File: config.mk
export PLATFORM = sky130hd
export DESIGN_NAME = i2c_slave_regfile
export DESIGN_NICKNAME = d
export VERILOG_FILES = /design/src/rtl/i2c_slave_regfile.sv
export SDC_FILE = /design/constraint.sdc
export NUM_CORES = 1
export LEC_CHECK = 0
export BUFFER_PORTS_ARGS = -buffer_cell sky130_fd_sc_hd__buf_4
export CAP_MARGIN = 10
export CORE_MARGIN = 5
export CORE_UTILIZATION = 30
export CTS_CLUSTER_SIZE = 8
export DETAILED_ROUTE_END_ITERATION = 6
export GPL_TIMING_DRIVEN = 0
export PLACE_DENSITY = 0.51
export SLEW_MARGIN = 20
export SYNTH_ARGS = -nofsm -noshare
export SYNTH_HDL_FRONTEND = slang
export SYNTH_SLANG_ARGS = --single-unit
File: constraint.sdc
create_clock -name clk -period 3.36 [get_ports clk]
set_input_delay 0.672 -clock clk [delete_from_list [all_inputs] [get_ports clk]]
set_output_delay 0.672 -clock clk [all_outputs]
set_load 0.03 [all_outputs]
File: src/rtl/i2c_slave_regfile.sv
// i2c_slave_regfile: byte register file behind i2c_slave; the first written byte sets the pointer, and reads and writes auto-increment it.
module i2c_slave_regfile #(
    parameter int ADDR_WIDTH = 4,
    parameter logic [8*(2**ADDR_WIDTH)-1:0] RESET_VALUE = '0
) (
    input  logic                           clk,
    input  logic                           rst_n,
    input  logic [7:0]                     s_data,
    input  logic                           s_valid,
    output logic                           s_ready,
    input  logic                           s_last,
    output logic [7:0]                     m_data,
    output logic                           m_valid,
    input  logic                           m_ready,
    output logic                           m_last,
    input  logic                           bus_addressed,
    output logic [8*(2**ADDR_WIDTH)-1:0]   regs,
    output logic                           wr_en,
    output logic [ADDR_WIDTH-1:0]          wr_addr,
    output logic [7:0]                     wr_data
);
    typedef enum logic {ST_ADDR, ST_WRITE} state_t;
    state_t                         state_q, state_d;
    logic [ADDR_WIDTH-1:0]          ptr_q, ptr_d;
    logic [8*(2**ADDR_WIDTH)-1:0]   regs_q, regs_d;
    logic [7:0]                     m_data_q, m_data_d;
    logic                           m_valid_q, m_valid_d;
    logic                           s_ready_q, s_ready_d;
    logic                           wr_en_q, wr_en_d;
    logic [ADDR_WIDTH-1:0]          wr_addr_q, wr_addr_d;
    logic [7:0]                     wr_data_q, wr_data_d;
    logic                           bus_q, bus_d;
    logic                           s_accept, rd_hs, bus_rise;
    always_comb begin
        s_accept  = s_valid && s_ready_q;
        rd_hs     = m_valid_q && m_ready;
        bus_rise  = bus_addressed && !bus_q;
        state_d   = state_q;
        ptr_d     = ptr_q;
        regs_d    = regs_q;
        wr_en_d   = 1'b0;
        wr_addr_d = wr_addr_q;
        wr_data_d = wr_data_q;
        if (s_accept) begin
            if (state_q == ST_ADDR) begin
                ptr_d = s_data[ADDR_WIDTH-1:0];
            end else begin
                regs_d[{ptr_q, 3'b000} +: 8] = s_data;
                wr_en_d   = 1'b1;
                wr_addr_d = ptr_q;
                wr_data_d = s_data;
                ptr_d     = ptr_q + ADDR_WIDTH'(1);
            end
            state_d = s_last ? ST_ADDR : ST_WRITE;
        end else if (rd_hs) begin
            ptr_d = ptr_q + ADDR_WIDTH'(1);
        end
        // a new addressing always restarts at the pointer byte, even mid-burst
        if (bus_rise) state_d = ST_ADDR;
        bus_d     = bus_addressed;
        s_ready_d = 1'b1;
        m_data_d  = regs_q[{ptr_q, 3'b000} +: 8];
        // m_data reloads one cycle after any pointer/register change, so hide it for that cycle
        m_valid_d = s_ready_q && !s_accept && !rd_hs;
    end
    always_ff @(posedge clk or negedge rst_n) begin
        if (!rst_n) begin
            state_q   <= ST_ADDR;
            ptr_q     <= '0;
            regs_q    <= RESET_VALUE;
            m_data_q  <= '0;
            m_valid_q <= 1'b0;
            s_ready_q <= 1'b0;
            wr_en_q   <= 1'b0;
            wr_addr_q <= '0;
            wr_data_q <= '0;
            bus_q     <= 1'b0;
        end else begin
            state_q   <= state_d;
            ptr_q     <= ptr_d;
            regs_q    <= regs_d;
            m_data_q  <= m_data_d;
            m_valid_q <= m_valid_d;
            s_ready_q <= s_ready_d;
            wr_en_q   <= wr_en_d;
            wr_addr_q <= wr_addr_d;
            wr_data_q <= wr_data_d;
            bus_q     <= bus_d;
        end
    end
    assign s_ready = s_ready_q;
    assign m_data  = m_data_q;
    assign m_valid = m_valid_q;
    assign m_last  = 1'b0;
    assign regs    = regs_q;
    assign wr_en   = wr_en_q;
    assign wr_addr = wr_addr_q;
    assign wr_data = wr_data_q;
endmodule

==> results of run 1 <==
-- layer usage --
metal  share of wire  track usage  routed length, µm  vias up
met5               0            0                  0        -
li1                -            -                  -     2223
met1            0.44        0.256              11300     2665
met3           0.063       0.0429               1600       29
met4           0.017       0.0529                435        0
met2            0.48        0.307              12200      194
-- placed cells by master (no fill, tap or decap), types with 4 or more instances in the layout --
| master | n |
|---|---|
| nand2_1 | 42 |
| and2_1 | 19 |
| mux2_2 | 120 |
| dfrtp_1 | 157 |
| ha_1 | 5 |
| o21ai_0 | 5 |
| and3_1 | 8 |
| nor2b_1 | 4 |
| clkbuf_16 | 17 |
| nor2_1 | 8 |
| mux2_4 | 8 |
| clkbuf_1 | 8 |
| nand3_2 | 4 |
| buf_2 | 12 |
| buf_4 | 165 |
| mux4_2 | 32 |
| inv_1 | 6 |
| a22oi_1 | 17 |
| a21oi_1 | 4 |
-- metrics by stage --
step                cell area [µm²]  TNS, ps  hold WS, ps  std cells  total power, W
CTS                            9470        0          175       1016         0.00752
global route                   9470        0          193       1016         0.00778
detailed placement             8890   -15230          470        988         0.00556
finish                         9470        0          169       1016         0.00745
floorplan                      7230        0          376        505         0.00430
global placement               8850   -11940          459        987         0.00550
-- registers in the layout (all words and copies together) (netlist names), 4 cells and up --
name,count
wr_addr,4
m_data,8
wr_data,8
ptr_q,4
regs,128
-- logic make-up (layout without fill, tap and decap cells) --
group           count (synthesis)  after routing  share of synthesized area
flops                         157            157                      0.544
fa+ha+maj                       5              5                    0.00866
simple gates                  104            104                     0.0748
xor+xnor                        1              1                    0.00121
mux                           160            160                      0.303
buf+inv                        33            225                     0.0220
compound gates                 43             43                     0.0455
other cells                     2              2                    0.00104
-- worst register-to-register path: stages (launching register included) --
cell and delay [ps]:
dfrtp_1 470, buf_4 380, inv_1 190, ha_1 360, nor3_2 330, nand3_1 590
mux2_2 490
-- area by class of cell --
class / instances / area (µm²)
multi-input cells: 315 / 3150
clock inverters: 10 / 143
well taps: 319 / 399
repair buffers: 164 / 1260
clock buffers: 19 / 433
fillers: 2274 / 14100
flip-flops and latches: 157 / 3930
inverters: 6 / 22.5
plain buffers: 26 / 133
-- worst max-delay path by stage --
stage | startpoint | endpoint | slack, ps | cells past startpoint
global placement | ptr_q[1]$_DFFE_PN0P_ | regs[4]$_DFFE_PN0P_ | -260 | 7
floorplan | ptr_q[1]$_DFFE_PN0P_ | regs[16]$_DFFE_PN0P_ | 700 | 9
global route | ptr_q[1]$_DFFE_PN0P_ | regs[101]$_DFFE_PN0P_ | 310 | 7
finish | ptr_q[1]$_DFFE_PN0P_ | regs[103]$_DFFE_PN0P_ | 440 | 6
CTS | ptr_q[1]$_DFFE_PN0P_ | regs[103]$_DFFE_PN0P_ | 430 | 6
detailed placement | ptr_q[1]$_DFFE_PN0P_ | regs[0]$_DFFE_PN0P_ | -330 | 7
-- power groups by stage --
stage                     Clock (W)  Sequential, W  Combinational [W]
after global placement            0        0.00264            0.00286
after CTS                   0.00198        0.00263            0.00291
final                       0.00195        0.00263            0.00288
after global routing        0.00207        0.00268            0.00303
after detailed placement          0        0.00266            0.00290
after floorplan                   0        0.00325            0.00105
==> flow_summary_export.csv, run 1 <==
group,metric,value,unit
synth,syn_area_per_cell,14.3,µm²
synth,synth_cells,505,
pwr,switching_power,0.00293,W
routing,dr.first_iter.drc_count,414,
pwr,power_frac_clock,0.261,
routing,routedWlPerCell,25.1,µm
clocking,cts-buffers-inserted,17,
cells_and_area,post-route-util,0.401,
clocking,path_clk_slew,60,ps
synth,yosysTopAreaCellShare,0.544,
global_route,grt_max_degree,100,
synth,yosys_register_bits,157,
synth,synth-seq-area-share,0.544,
synth,yosys-top-cells-count,"dfrtp_1, mux2_2, nand2_1",
floorplan,top_level_ports,166,
floorplan,die_x,165,µm
clocking,root_buffer,"clkbuf_16",
synth,synth_cell_type_count,47,
synth,synthArstFlopShare,1.00,
clocking,htree_levels,4,
pwr,seqPwrFrac,0.353,
critical_path,arrival,3220,ps
synth,synthesis.area,7230,µm²
critical_path,r2r_slack,440,ps
floorplan,initial_core_util,0.306,
critical_path,r2r-start,"ptr_q[1]$_DFFE_PN0P_",
clocking,post-cts-setup-buffers,0,
synth,syn_nets,524,
pwr,pwr-share-comb,0.386,
clocking,cts_tree,"built",
global_route,grt_first_pass_wirelength,37000,µm
critical_path,cp_num_buf_inv,2,
synth,synth_ff_type,"dfrtp_1",
cells_and_area,antenna_cells,0,
critical_path,critPathMaxStageDelay,590,ps
floorplan,rows,56,
synth,synth-edff-count,0,
critical_path,criticalPathCategory,"flip-flop to flip-flop",
clocking,clock_sinks,157,
global_route,grt_overflow,0,
routing,dr_total_vias,5111,
pwr,p_sw_frac,0.393,
cells_and_area,drive_gt1_frac,0.551,
critical_path,cp_slowest_cell,"nand3_1",
floorplan,die_y,165,µm
critical_path,worstSetupEndpointType,"flip-flop",
placement,post-dp-hpwl,17800,µm
cells_and_area,nNetsFinal,706,
critical_path,path_delay_family,"simple AND/OR/NAND/NOR gates",
status,status,"finished clean",
cells_and_area,syn_to_final_growth,31.0,%
critical_path,startpoint_type,"flip-flop",
routing,drcViolationCount,0,
critical_path,path_cells,"buf_4 > inv_1 > ha_1 > nor3_2 > nand3_1 > mux2_2",
placement,place_congestion,0.799,
sta,rsz0062_at_grt,"no",
synth,yosysTopAreaCell,"dfrtp_1",
routing,postRouteAntennaNets,0,
sta,finalClockSkew,14.3,ps
routing,routed_wirelength,25500,µm
global_route,track_usage,0.189,
global_route,antenna_found_initial,0,
pwr,max-vdd-ir-drop,319,µV
floorplan,dieArea,27300,µm²
pwr,intPower,0.00452,W
sta,finalSetupViolCount,0,
synth,synth.area.top_cells,"dfrtp_1, mux2_2, mux4_2, nand2_1, a22oi_1",
clocking,clk_latency,430,ps
synth,yosys.cell_count.top_type,"dfrtp_1",
sta,final_hold_viol_count,0,
sta,tightest_slew,1080,ps
sta,finalCritPeriodShare,0.870,
clocking,hold_buffers,0,
pwr,p_leak,4.81,nW
critical_path,regToRegEndpoint,"regs[103]$_DFFE_PN0P_",
sta,period_minus_slack,2920,ps
synth,yosys_warnings,0,
floorplan,core-area,23600,µm²
critical_path,critPathMaxFanout,19,
run,drv_cap,0,
placement,dpl_worst_slack,-329,ps
clocking,clockBufferDepth,2,
global_route,grt_pass1_vias,5549,
critical_path,worstPathRequired,3660,ps
routing,firstDrtPassIters,4,
sta,max-slew-margin-rel,0.277,
sta,fmax,0.342,GHz
sta,slew_violations,0,
critical_path,reg2reg_depth,6,
sta,worst_slack,438,ps
hold_path,hold_path.class,"primary input to asynchronous set/reset pin",
routing,via_per_inst,5.03,
placement,io_buffers,163,
pwr,power.density,787,nW/µm²
clocking,cts_resized,2,
(Power assumes the default switching activity.)
==> inputs of run 2 (changes only) <==
--- a/config.mk
+++ b/config.mk
@@ -8,11 +8,11 @@
 export BUFFER_PORTS_ARGS = -buffer_cell sky130_fd_sc_hd__buf_4
 export CAP_MARGIN = 10
 export CORE_MARGIN = 5
-export CORE_UTILIZATION = 30
+export CORE_UTILIZATION = 41
 export CTS_CLUSTER_SIZE = 8
 export DETAILED_ROUTE_END_ITERATION = 6
 export GPL_TIMING_DRIVEN = 0
-export PLACE_DENSITY = 0.51
+export PLACE_DENSITY = 0.65
 export SLEW_MARGIN = 20
 export SYNTH_ARGS = -nofsm -noshare
 export SYNTH_HDL_FRONTEND = slang
==> run 2 against run 1 <==
Clock skew down 2.9 ps. Die area decreased by 25%. Register-to-register slack worse by 50 ps. Clock-buffer cell count up 2. Via count increased by 1.9%. Fmax fell by 1.8%. Routed wire length shrank 7.1%. Worst setup slack worse by 55 ps. First-iteration DRC count grew 7.7%. Largest power group unchanged.
==> flow_summary_export.csv, run 2 (synthesis gave the netlist of run 1 again) <==
group,metric,value,unit
status,status,"finished clean",
sta,finalSetupViolCount,0,
hold_path,hold_path.class,"primary input to asynchronous set/reset pin",
floorplan,initial_core_util,0.418,
pwr,p_leak,4.80,nW
sta,period_minus_slack,2980,ps
placement,dpl_worst_slack,-271,ps
clocking,cts_resized,0,
global_route,grt_overflow,0,
pwr,p_sw_frac,0.397,
clocking,root_buffer,"clkbuf_16",
sta,final_hold_viol_count,0,
routing,routedWlPerCell,25.7,µm
sta,rsz0062_at_grt,"no",
global_route,track_usage,0.239,
global_route,grt_max_degree,102,
critical_path,startpoint_type,"flip-flop",
critical_path,arrival,3290,ps
sta,slew_violations,0,
pwr,switching_power,0.00289,W
placement,dpl-instance-area,8770,µm²
clocking,post-cts-setup-buffers,0,
critical_path,r2r_slack,380,ps
pwr,pwr-share-comb,0.393,
critical_path,worstSetupEndpointType,"flip-flop",
sta,worst_slack,383,ps
routing,via_per_inst,5.63,
sta,max-slew-margin-rel,0.259,
floorplan,die_y,143,µm
cells_and_area,syn_to_final_growth,28.8,%
floorplan,core-area,17300,µm²
routing,dr.first_iter.drc_count,446,
pwr,design_power_total,0.00728,W
critical_path,regToRegEndpoint,"regs[0]$_DFFE_PN0P_",
cells_and_area,stdcell_count,925,
routing,postRouteAntennaNets,0,
cells_and_area,drive_gt1_frac,0.547,
sta,finalClockSkew,11.3,ps
clocking,htree_levels,4,
floorplan,rows,48,
clocking,clock_sinks,157,
cells_and_area,antenna_cells,0,
placement,post-dp-hpwl,16200,µm
critical_path,r2r-start,"ptr_q[1]$_DFFE_PN0P_",
cells_and_area,stdcell_area,9310,µm²
critical_path,worstPathRequired,3670,ps
placement,post-place-cells,894,
cells_and_area,nNetsFinal,706,
sta,finalCritPeriodShare,0.886,
pwr,seqPwrFrac,0.359,
routing,firstDrtPassIters,5,
critical_path,critPathMaxFanout,19,
clocking,path_clk_slew,60,ps
critical_path,reg2reg_depth,6,
clocking,clockBufferDepth,2,
global_route,grt_pass1_vias,5684,
pwr,intPower,0.00439,W
placement,io_buffers,163,
critical_path,criticalPathCategory,"flip-flop to flip-flop",
sta,fmax,0.336,GHz
floorplan,dieArea,20400,µm²
floorplan,top_level_ports,166,
placement,place_congestion,0.866,
clocking,hold_buffers,0,
pwr,max-vdd-ir-drop,456,µV
cells_and_area,layout_commonest_cell,"buf_4",
routing,routed_wirelength,23700,µm
clocking,cts_tree,"built",
global_route,grt_first_pass_wirelength,35800,µm
clocking,cts-buffers-inserted,17,
routing,drcViolationCount,0,
run,drv_cap,0,
cells_and_area,final_cell_mix,"buf_4, dfrtp_1, mux2_2",
sta,tightest_slew,1110,ps
clocking,clk_latency,430,ps
routing,dr_total_vias,5209,
cells_and_area,largest_reg_flops,128,
sta,hold_slack,294,ps
floorplan,die_x,143,µm
pwr,power.density,783,nW/µm²
global_route,antenna_found_initial,0,
pwr,power_frac_clock,0.248,
## run 2: per-layer routing
metal | part of all wire | global-route usage | vias to the layer above
li1 | - | - | 2228
met1 | 0.43 | 0.322 | 2648
met2 | 0.46 | 0.371 | 279
met3 | 0.087 | 0.0733 | 54
met4 | 0.024 | 0.0785 | 0
met5 | 0 | 0 | -
## run 2: worst max-delay path, cell delays in order (launching register included)
cell and delay (ps):
dfrtp_1 460, buf_4 360, inv_1 170, ha_1 360, nor3_2 300, nand3_1 680
mux2_2 520
## run 2: cell type report
class	instances	area [µm²]
sequential	157	3930
inverter	6	22.5
clock inverter	11	93.8
fill	1499	7990
clock buffer	21	450
timing repair buffer	164	1260
multi-input combinational	315	3140
tap	225	282
buffer	26	133
## run 2: how the worst max path moves through the flow
stage	start	endpoint	slack [ps]
after CTS	ptr_q[1]$_DFFE_PN0P_	regs[4]$_DFFE_PN0P_	470
after global placement	ptr_q[1]$_DFFE_PN0P_	regs[88]$_DFFE_PN0P_	-280
after floorplan	ptr_q[1]$_DFFE_PN0P_	regs[16]$_DFFE_PN0P_	700
final	ptr_q[1]$_DFFE_PN0P_	regs[0]$_DFFE_PN0P_	380
after detailed placement	ptr_q[1]$_DFFE_PN0P_	regs[96]$_DFFE_PN0P_	-270
after global routing	ptr_q[1]$_DFFE_PN0P_	regs[91]$_DFFE_PN0P_	310
## run 2: power by group through the flow
stage          registers, W  clock network, W  logic, W
2_1_floorplan       0.00325                 0   0.00105
3_3_place_gp        0.00262                 0   0.00283
3_5_place_dp        0.00263                 0   0.00287
4_1_cts             0.00261           0.00182   0.00287
5_1_grt             0.00266           0.00190   0.00302
6_report            0.00262           0.00180   0.00286
## run 2: per-stage QoR
| step | TNS, ps | utilization |
|---|---|---|
| after global placement | -14860 | 0.505 |
| after CTS | 0 | 0.538 |
| after global routing | 0 | 0.538 |
| after detailed placement | -13440 | 0.507 |
| final | 0 | 0.538 |
| after floorplan | 0 | - |
